<file path="src/rtl/fetch_pkg.sv">
// fetch_pkg: shared types and defaults for the instruction fetch front end
package fetch_pkg;
    localparam int WORD_LENGTH_DEFAULT = 32;
    localparam logic [31:0] RESET_PC_DEFAULT = 32'h0000_0000;
    typedef enum logic {RUN, DROP} fetch_state_t;
    typedef struct packed {
        logic [31:0] pc;
        logic [31:0] instr;
    } fetch_entry_t;
endpackage

</file>
<file path="src/rtl/fetch_fifo.sv">
// fetch_fifo: synchronous prefetch FIFO; flush wins over push and pop, head reads 0 when empty
module fetch_fifo #(
    parameter int DEPTH = 2,
    parameter int WIDTH = 64,
    localparam int AW = $clog2(DEPTH),
    localparam int CW = AW + 1
) (
    input  logic             clk,
    input  logic             reset,
    input  logic             push,
    input  logic [WIDTH-1:0] push_data,
    input  logic             pop,
    input  logic             flush,
    output logic [CW-1:0]    count,
    output logic [WIDTH-1:0] head
);
    logic [WIDTH-1:0] mem [DEPTH];
    logic [AW-1:0] rd_ptr, wr_ptr;
    logic do_push, do_pop;
    assign do_pop = pop && count != '0;
    assign do_push = push && (count != CW'(DEPTH) || do_pop);
    assign head = count != '0 ? mem[rd_ptr] : '0;
    always_ff @(posedge clk or negedge reset) begin
        if (!reset) begin
            rd_ptr <= '0;
            wr_ptr <= '0;
            count <= '0;
        end else if (flush) begin
            rd_ptr <= '0;
            wr_ptr <= '0;
            count <= '0;
        end else begin
            if (do_push) wr_ptr <= wr_ptr + 1'b1;
            if (do_pop) rd_ptr <= rd_ptr + 1'b1;
            count <= count + CW'(do_push) - CW'(do_pop);
        end
    end
    always_ff @(posedge clk) begin
        if (do_push && !flush) mem[wr_ptr] <= push_data;
    end
endmodule

</file>
<file path="src/rtl/instr_fetch_unit.sv">
// instr_fetch_unit: PC walker with req/ack imem fetch, prefetch FIFO and redirect flush
module instr_fetch_unit
    import fetch_pkg::*;
#(
    parameter int WORD_LENGTH = WORD_LENGTH_DEFAULT,
    parameter int FIFO_DEPTH = 2,
    parameter logic [WORD_LENGTH-1:0] RESET_PC = RESET_PC_DEFAULT
) (
    input  logic                   clk,
    input  logic                   reset,
    output logic                   imem_req,
    output logic [WORD_LENGTH-1:0] imem_addr,
    input  logic                   imem_ack,
    input  logic [WORD_LENGTH-1:0] imem_rdata,
    input  logic                   redirect_valid,
    input  logic [WORD_LENGTH-1:0] redirect_pc,
    output logic                   instr_valid,
    output logic [WORD_LENGTH-1:0] instr,
    output logic [WORD_LENGTH-1:0] instr_pc,
    input  logic                   instr_ready
);
    localparam int CW = $clog2(FIFO_DEPTH) + 1;
    localparam logic [WORD_LENGTH-1:0] START_PC = RESET_PC & ~WORD_LENGTH'(3);
    fetch_state_t state, state_d;
    logic [WORD_LENGTH-1:0] fetch_pc, pc_d, drop_addr, drop_addr_d, target;
    logic started, push, pop;
    logic [CW-1:0] count;
    fetch_entry_t entry_in, head;
    assign target = redirect_pc & ~WORD_LENGTH'(3);
    assign imem_req = started && (state == DROP || count < CW'(FIFO_DEPTH));
    // DROP keeps presenting the abandoned address until memory acks it
    assign imem_addr = state == DROP ? drop_addr : fetch_pc;
    assign push = state == RUN && imem_req && imem_ack && !redirect_valid;
    assign pop = instr_valid && instr_ready;
    assign entry_in = '{pc: fetch_pc, instr: imem_rdata};
    assign instr_valid = count != '0;
    assign instr = head.instr;
    assign instr_pc = head.pc;
    always_comb begin
        state_d = state;
        drop_addr_d = drop_addr;
        pc_d = redirect_valid ? target : push ? fetch_pc + WORD_LENGTH'(4) : fetch_pc;
        if (state == RUN && redirect_valid && imem_req && !imem_ack) begin
            state_d = DROP;
            drop_addr_d = fetch_pc;
        end else if (state == DROP && imem_ack) begin
            state_d = RUN;
        end
    end
    always_ff @(posedge clk or negedge reset) begin
        if (!reset) begin
            state <= RUN;
            fetch_pc <= START_PC;
            drop_addr <= START_PC;
            started <= 1'b0;
        end else begin
            state <= state_d;
            fetch_pc <= pc_d;
            drop_addr <= drop_addr_d;
            started <= 1'b1;
        end
    end
    fetch_fifo #(.DEPTH(FIFO_DEPTH), .WIDTH($bits(fetch_entry_t))) u_fifo (
        .clk(clk),
        .reset(reset),
        .push(push),
        .push_data(entry_in),
        .pop(pop),
        .flush(redirect_valid),
        .count(count),
        .head(head)
    );
endmodule

</file>
<file path="config.mk">
export PLATFORM = sky130hd
export DESIGN_NAME = instr_fetch_unit
export DESIGN_NICKNAME = d
export VERILOG_FILES = /design/src/rtl/fetch_pkg.sv /design/src/rtl/fetch_fifo.sv /design/src/rtl/instr_fetch_unit.sv
export SDC_FILE = /design/constraint.sdc
export NUM_CORES = 1
export LEC_CHECK = 0
export CAP_MARGIN = 20
export CORE_UTILIZATION = 30
export DETAILED_ROUTE_END_ITERATION = 8
export PLACE_DENSITY = 0.56
export SLEW_MARGIN = 40
export SYNTH_ARGS = -nofsm -noshare
export SYNTH_HDL_FRONTEND = slang
export SYNTH_HIERARCHICAL = 1
export SYNTH_SLANG_ARGS = --single-unit
</file>
<file path="constraint.sdc">
create_clock -name clk -period 7.25 [get_ports clk]
set_input_delay 1.45 -clock clk [delete_from_list [all_inputs] [get_ports clk]]
set_output_delay 1.45 -clock clk [all_outputs]
set_load 0.02 [all_outputs]
</file>
==> results.md, run 1 <==
- The flow ran to the end, and the final reports show no timing, DRC or antenna violations.
- Entering global routing, the biggest net connects 67 pins.
- The arrival time of the worst setup path is 2860 ps.
- The minimum period implied by the final worst setup slack is 4310 ps.
- The wire length of the first global-routing pass is 30.4 mm.
- The sort of element at the end of the critical path is an output port.
- The number of distinct library cells after synthesis is 53.
- For the final routed database, the setup TNS stands at 0 ps.
- The number of max-cap violations is 0.
- Once detail routing completed, the nets flagged for antenna violations numbered 0.
- In this run, synthesis inferred 128 flip-flops with an integrated enable.
- The worst setup path is launched from a flop.
- The routed via count is 5403.
- The switching component of the power is 0.671 mW.
- TritonCTS built the clock tree.
- The number of antenna violations at the first check in global routing is 0.
- The portion of total power attributed to combinational logic is 0.139.
- Dividing the detail-routed wire length by the instance count gives 17.3 µm.
- IR analysis of the VDD net gives a maximum drop of 0.138 mV.
- The number of violations reported at the end of detailed-routing iteration 0 is 373.
- The end-of-flow core utilization is 0.401.
- The core region is 27900 µm².
- The total half-perimeter wirelength after legalization and detailed placement is 13.1 mm.
- Of the total power, the share spent switching nets is 0.250.
- A synthesized cell averages 13.9 µm².
- After technology mapping, the gate count stands at 613.
- After global routing the overflow that remains totals 0.
- The y dimension of the die is 171 µm.
- The internal portion of the total power is 2.01 mW.
- Synthesis inferred 194 register bits.
- Headroom to the max-slew limit came out at 0.547.
- Dividing total power by cell area gives a power density of 240 nW/µm².
- The final count of pins violating max slew is 0.
- In this run the worst path has a maximum fanout of 35.
- The tree is rooted in a sky130_fd_sc_hd__clkbuf_16.
- The timing-limited maximum frequency is 232 MHz.
- The combined global-route utilization of all metal layers is 0.141.
- The share of the Yosys chip area taken by registers is 0.645.
- Data on the critical path is required at its endpoint by 5800 ps.
- The number of primary I/O pins is 167.
- The top cell types in the final layout, fill and taps aside, are sky130_fd_sc_hd__clkdlybuf4s50_1 (160), sky130_fd_sc_hd__edfxtp_1 (128), sky130_fd_sc_hd__nor2_1 (81).
- The count of port buffers added during placement is 162.
- Setup violations remaining at the end of the flow were counted as 0.
- The number of search-and-repair iterations in the first detailed-routing pass is 4.
- The finished layout holds 1167 standard cells, fillers aside.
- Summed over all cells, the static leakage comes to 3.86 nW.
- The measured slew at the worst slew-check pin is 680 ps.
- The buffer levels on the longest clock path is 2.
- The Yosys step of the flow raised 6 warnings.
- Across all hold checks on the routed design, the worst slack comes to 484 ps.
- The library cell used most frequently in the layout, excluding fill and tap cells, is sky130_fd_sc_hd__clkdlybuf4s50_1.
- The kind of path behind the tightest hold check is reg -> reg.
- The mapped netlist covers 8520 µm².
- The fraction of the cycle the final worst path needs is 0.595.
- The worst setup path is of the reg -> out kind.
- The via-per-instance ratio is 4.63.
- For this configuration, the core starts out at a cell density of 0.306.
- The clock-pin slew reported for the worst setup and hold paths after clock tree synthesis is 70 ps.
- The share of synthesized flip-flops with an asynchronous set or reset is 0.340.
- The clock net in this run drives a total of 194 sinks.
- Post-CTS repair changed the size of 0 cells.
- The aggregate routed wire length is 20.2 mm.
- The horizontal die dimension is 171 µm.
- The power share of the clock group is 0.367.
- The routability congestion estimate is 0.758.
- The source-to-sink clock delay at the later pin of the worst-skew pair is 430 ps.
- The number of endpoints with negative hold slack in the final report is 0.
- The number of global-route vias before repair was 5207.
- The maximum level of the CTS H-tree is 4.
- The number of DRC violations after detailed routing is 0.
- For the final database, setup skew stands at 16.1 ps.
- Clock tree synthesis inserted a total of 17 buffers.
- The hold buffer count at CTS is 0.
- The area growth from synthesis to layout is 31.1%.
- After clock tree synthesis, the setup repair step added 0 buffers.
- The most used flip-flop cell after synthesis is sky130_fd_sc_hd__edfxtp_1.
- The ratio of cells with drive above 1 in the final layout is 0.147.
- The number of antenna cells inserted is 0.
- The pre-CTS worst setup slack is 3280 ps.
- Including well taps, the total number of placed cells is 1135.
- Once routing completed, OpenROAD measured the worst setup slack at 2940 ps.
- Setup repair after global routing left no endpoint under its margin.
- The power share of the sequential group is 0.494.
- The floorplan step defined a die boundary enclosing 29100 µm².
- The initialized floorplan defines 61 standard-cell rows.
- At the end of the flow, the number of nets in the layout was 848.
==> critical path: stages, from the launching register on <==
cell and delay (ps):
sky130_fd_sc_hd__dfrtp_4 790, sky130_fd_sc_hd__buf_4 650, sky130_fd_sc_hd__mux2i_1 160, sky130_fd_sc_hd__nor2_1 110, sky130_fd_sc_hd__clkdlybuf4s50_1 700
==> synthesized netlist by cell type (all sizes together) (2+ instances only) <==
library cell	number	area (µm²)
o31ai	5	51.3
dfrtp	66	1650
nand2	26	97.6
xor2	8	70.1
a21oi	2	10.0
nand3	15	87.6
and2	5	31.3
or4	6	45.0
o211ai	3	22.5
nor2b	4	25.0
or3	4	25.0
inv	9	33.8
ha	3	37.5
edfxtp	128	3840
mux2	59	668
nor2	82	310
nor3	4	20.0
nor4	4	40.0
buf	24	155
conb	2	7.51
and4	5	43.8
a22oi	2	15.0
mux2i	65	651
o311a	2	20.0
nand4	12	105
o21ai	21	105
a211o	4	35.0
and3	6	37.5
nor4b	2	17.5
xnor2	4	35.0
a31oi	10	62.6
clkbuf	10	37.5
==> state kept, by name (all words and copies together), names as in the netlist <==
| signal | flops |
|---|---|
| state | 1 |
| u_fifo/wr_ptr | 1 |
| u_fifo/mem | 128 |
| started | 1 |
| fetch_pc | 30 |
| drop_addr | 30 |
| u_fifo/rd_ptr | 1 |
| u_fifo/count | 2 |
==> kinds of logic after synthesis <==
kind of cell,Yosys count,synth area share
flip-flops,194,0.645
AND/OR/NAND/NOR,181,0.113
multiplexers,124,0.155
AO/OA/AOI/OAI,54,0.0430
buffers and inverters,43,0.0266
XOR/XNOR,12,0.0123
adder cells (fa/ha/maj),3,0.00441
other,2,0.000882
==> stage by stage <==
step	power, mW	cell area, µm²
final	2.68	11200
after global routing	2.81	11200
after CTS	2.73	11200
after detailed placement	1.73	10500
after global placement	1.72	10500
after floorplan	1.54	8540
==> worst paths after layout <==
kind                               startpoint           endpoint  slack [ps]  depth (start not counted)
worst max-delay path            u_fifo/rd_ptr       instr_pc[12]        2940                          4
worst min-delay path            drop_addr[20]      drop_addr[20]         480                          1
worst max register to register          state  u_fifo/mem[1][31]        4530                          6
worst min register to register  drop_addr[20]      drop_addr[20]         480                          1
max in group asynchronous               reset      u_fifo/rd_ptr        5570                          2
min in group asynchronous               reset      drop_addr[22]        1130                          2
==> metal layers <==
metal / global-route usage / share of wire / up-vias
met5: 0 / 0 / -
met4: 0.0368 / 0.0098 / 0
met3: 0.0298 / 0.036 / 9
met2: 0.220 / 0.46 / 138
met1: 0.198 / 0.49 / 2665
li1: - / - / 2591
==> cell type report <==
cell class / count / area (µm²)
inverters: 9 / 33.8
flip-flops and latches: 194 / 5500
well taps: 378 / 473
fillers: 2654 / 16700
clock buffers: 21 / 480
multi-input cells: 381 / 2840
repair buffers: 173 / 1700
clock inverters: 11 / 140
==> power by group through the flow <==
| stage | clock network, mW | registers [mW] | logic, mW |
|---|---|---|---|
| final | 0.984 | 1.32 | 0.374 |
| after global routing | 1.07 | 1.34 | 0.404 |
| after CTS | 1.02 | 1.32 | 0.382 |
| after detailed placement | 0 | 1.35 | 0.380 |
| after global placement | 0 | 1.34 | 0.377 |
| after floorplan | 0 | 1.32 | 0.221 |
Power figures use the tool's default switching activity.
==> run 2, diff against run 1 <==
--- a/config.mk
+++ b/config.mk
@@ -8,7 +8,7 @@
 export CAP_MARGIN = 20
 export CORE_UTILIZATION = 30
 export DETAILED_ROUTE_END_ITERATION = 8
-export PLACE_DENSITY = 0.56
+export PLACE_DENSITY = 0.58
 export SLEW_MARGIN = 40
 export SYNTH_ARGS = -nofsm -noshare
 export SYNTH_HDL_FRONTEND = slang
==> constraint.sdc (replaced) <==
create_clock -name clk -period 3.9 [get_ports clk]
set_input_delay 0.78 -clock clk [delete_from_list [all_inputs] [get_ports clk]]
set_output_delay 0.78 -clock clk [all_outputs]
set_load 0.02 [all_outputs]
==> results.md, run 2 (same netlist as run 1, synthesis figures left out) <==
- The analysis attributes to net switching a power of 1.29 mW.
- In the final layout, the share of cells above drive strength 1 is 0.149.
- Fill cells in the final layout number 2658.
- The count of nets left with antenna violations once routing finished came out at 0.
- The total area inside the core boundary comes to 27900 µm².
- The count of buffers added on input and output ports is 162.
- The register with the most flip-flops in the final layout is u_fifo/mem.
- TritonCTS created 17 clock buffers.
- The internal power component is 3.57 mW.
- The number of search-and-repair iterations in the first detailed-routing pass is 4.
- For this design the static power due to leakage is 3.85 nW.
- The total power per unit cell area is 435 nW/µm².
- The total half-perimeter wirelength after legalization and detailed placement is 13.4 mm.
- Leaving out fill and tap cells, the most frequent cells in the layout are sky130_fd_sc_hd__clkdlybuf4s50_1 (160), sky130_fd_sc_hd__edfxtp_1 (128), sky130_fd_sc_hd__nor2_1 (81).
- After clock tree synthesis, the setup repair step added 0 buffers.
- The number of antenna cells inserted is 0.
- The final number of setup-violating endpoints is 0.
- The max-slew headroom at the worst pin is 0.540.
- The maximum level of the CTS H-tree is 4.
- TritonCTS built the clock tree.
- The signal on the critical path passes through nor2_4, buf_4, nor2_1, clkdlybuf4s50_1.
- Of the available clock period, the critical path in the final layout requires 0.847.
- The final count of pins violating max slew is 0.
- The total design power is 4.86 mW.
- Clock-pin slew was measured on the worst setup and hold paths at 80 ps.
- The number of violations reported at the end of detailed-routing iteration 0 is 468.
- Across the run, the number of max-cap violations was 0.
- In this run the worst path has a maximum fanout of 24.
- The worst setup path is captured at an output port.
- The cell sitting at the root of the clock tree is a sky130_fd_sc_hd__clkbuf_16.
- Based on the critical path, the design can be clocked at up to 303 MHz.
- Setup repair after global routing left no endpoint under its margin.
- Measured along the y axis, the die boundary spans 171 µm.
- On the critical path, the stage with the largest delay is an instance of sky130_fd_sc_hd__clkdlybuf4s50_1.
- The kind of cell adding the most delay to the critical path is buffers and inverters.
- The source-to-sink clock delay at the later pin of the worst-skew pair is 430 ps.
- The number of hold buffers added after CTS was 0.
- The placed cell count is 1138.
- Once routing completed, OpenROAD measured the worst setup slack at 598 ps.
- The pre-CTS worst setup slack is 879 ps.
- The number of gates resized after cts is 0.
- Routability-driven placement finished with a final weighted congestion of 0.783.
- The area of the die is 29100 µm².
- The number of endpoints with negative hold slack in the final report is 0.
- The clock arrives with 11.4 ps of skew.
- Entering global routing, the biggest net connects 45 pins.
- The worst voltage drop across the vdd grid is 0.247 mV.
- The clock sink count is 194.
- 167 I/O pins were placed.
- The final route contains 5436 vias.
- From left edge to right edge, the die measures 171 µm.
- The starting utilization of the core area is 0.306.
- The final global-route overflow total is 0.
- The post-detailed-placement cell area is 10600 µm².
- Leaving out fill and tap cells, the most frequent cell in the layout is sky130_fd_sc_hd__clkdlybuf4s50_1.
- The measured slew at the worst slew-check pin is 684 ps.
- The critical path in this run is classified as reg -> out.
- The buffer and inverter count on the worst path is 2.
- The number of flip-flops in the largest register is 128.
- The power share of the clock group is 0.350.
- The number of placement rows is 61.
- The largest registers in the layout are u_fifo/mem x128, drop_addr x30, fetch_pc x30.
- The path class of the tightest hold or removal check is in -> async.
- The flow ran to the end, and the final reports show no timing, DRC or antenna violations.
- The first global-routing pass estimated 30.3 mm of wire.
- The area growth from synthesis to layout is 31.1%.
- After routing, the total negative slack on setup checks comes to 0 ps.
- The number of global-route vias before repair is 5271.
- For the worst setup path, the data arrival time is 2520 ps.
- The worst path required time is 3120 ps.
- After detailed routing, the number of vias per cell comes to 4.65.
- The sort of element at the start of the critical path is a flop.
- The number of antenna violations at the first check in global routing is 0.
- In the final design database the tool counted 851 nets.
- The highest cell delay on the worst timing path is 590 ps.
- In the routed design, unresolved DRC markers number 0.
- The share of total power dissipated in sequential elements is 0.506.
- Of the total power, the share spent switching nets is 0.265.
- The buffer levels on the longest clock path is 2.
- The combined global-route utilization of all metal layers is 0.139.
- The post-route standard cell area excluding fillers is 11200 µm².
- The wire length per cell is 16.9 µm.
- Subtracting the final worst setup slack from the clock period gives 3300 ps.
- The share of total power dissipated in combinational logic is 0.144.
- After the flow finishes, the layout carries non-filler instances totaling 1170.
- The routed design has 19.8 mm of wire.
run 2: layer usage:
metal | global-route usage | wire length (µm) | vias to the layer above
met4 | 0.0407 | 208 | 0
met1 | 0.187 | 9420 | 2682
met2 | 0.224 | 9380 | 137
met5 | 0 | 0 | -
met3 | 0.0308 | 822 | 13
li1 | - | - | 2604
run 2: metrics by stage:
stage / hold slack [ps] / util
after floorplan: 437 / -
after global placement: 463 / 0.380
after detailed placement: 471 / 0.381
after CTS: 362 / 0.401
after global routing: 380 / 0.401
final: 352 / 0.401
run 2: layout make-up:
type	instances	area [µm²]	area share
clock buffers	19	437	0.0391
inverters	9	33.8	0.00302
well taps	378	473	0.0423
repair buffers	176	1740	0.156
flip-flops and latches	194	5500	0.492
multi-input cells	381	2850	0.255
clock inverters	13	136	0.0122
run 2: final timing paths:
check                      depth (start not counted)             from                end  slack [ps]
min in group clk                                   1    drop_addr[20]      drop_addr[20]         480
setup reg to reg                                   6            state  u_fifo/mem[0][14]        1390
max in group asynchronous                          2            reset       fetch_pc[24]        2910
hold / removal                                     1            reset       drop_addr[4]         350
setup / recovery                                   4  u_fifo/count[1]       instr_pc[19]         600
hold reg to reg                                    1    drop_addr[20]      drop_addr[20]         480
run 2: power groups by stage:
stage | Combinational, mW | Sequential [mW] | Clock (mW)
floorplan | 0.411 | 2.46 | 0
global placement | 0.704 | 2.50 | 0
detailed placement | 0.710 | 2.51 | 0
CTS | 0.714 | 2.46 | 1.77
finish | 0.701 | 2.46 | 1.70
global route | 0.758 | 2.48 | 1.85
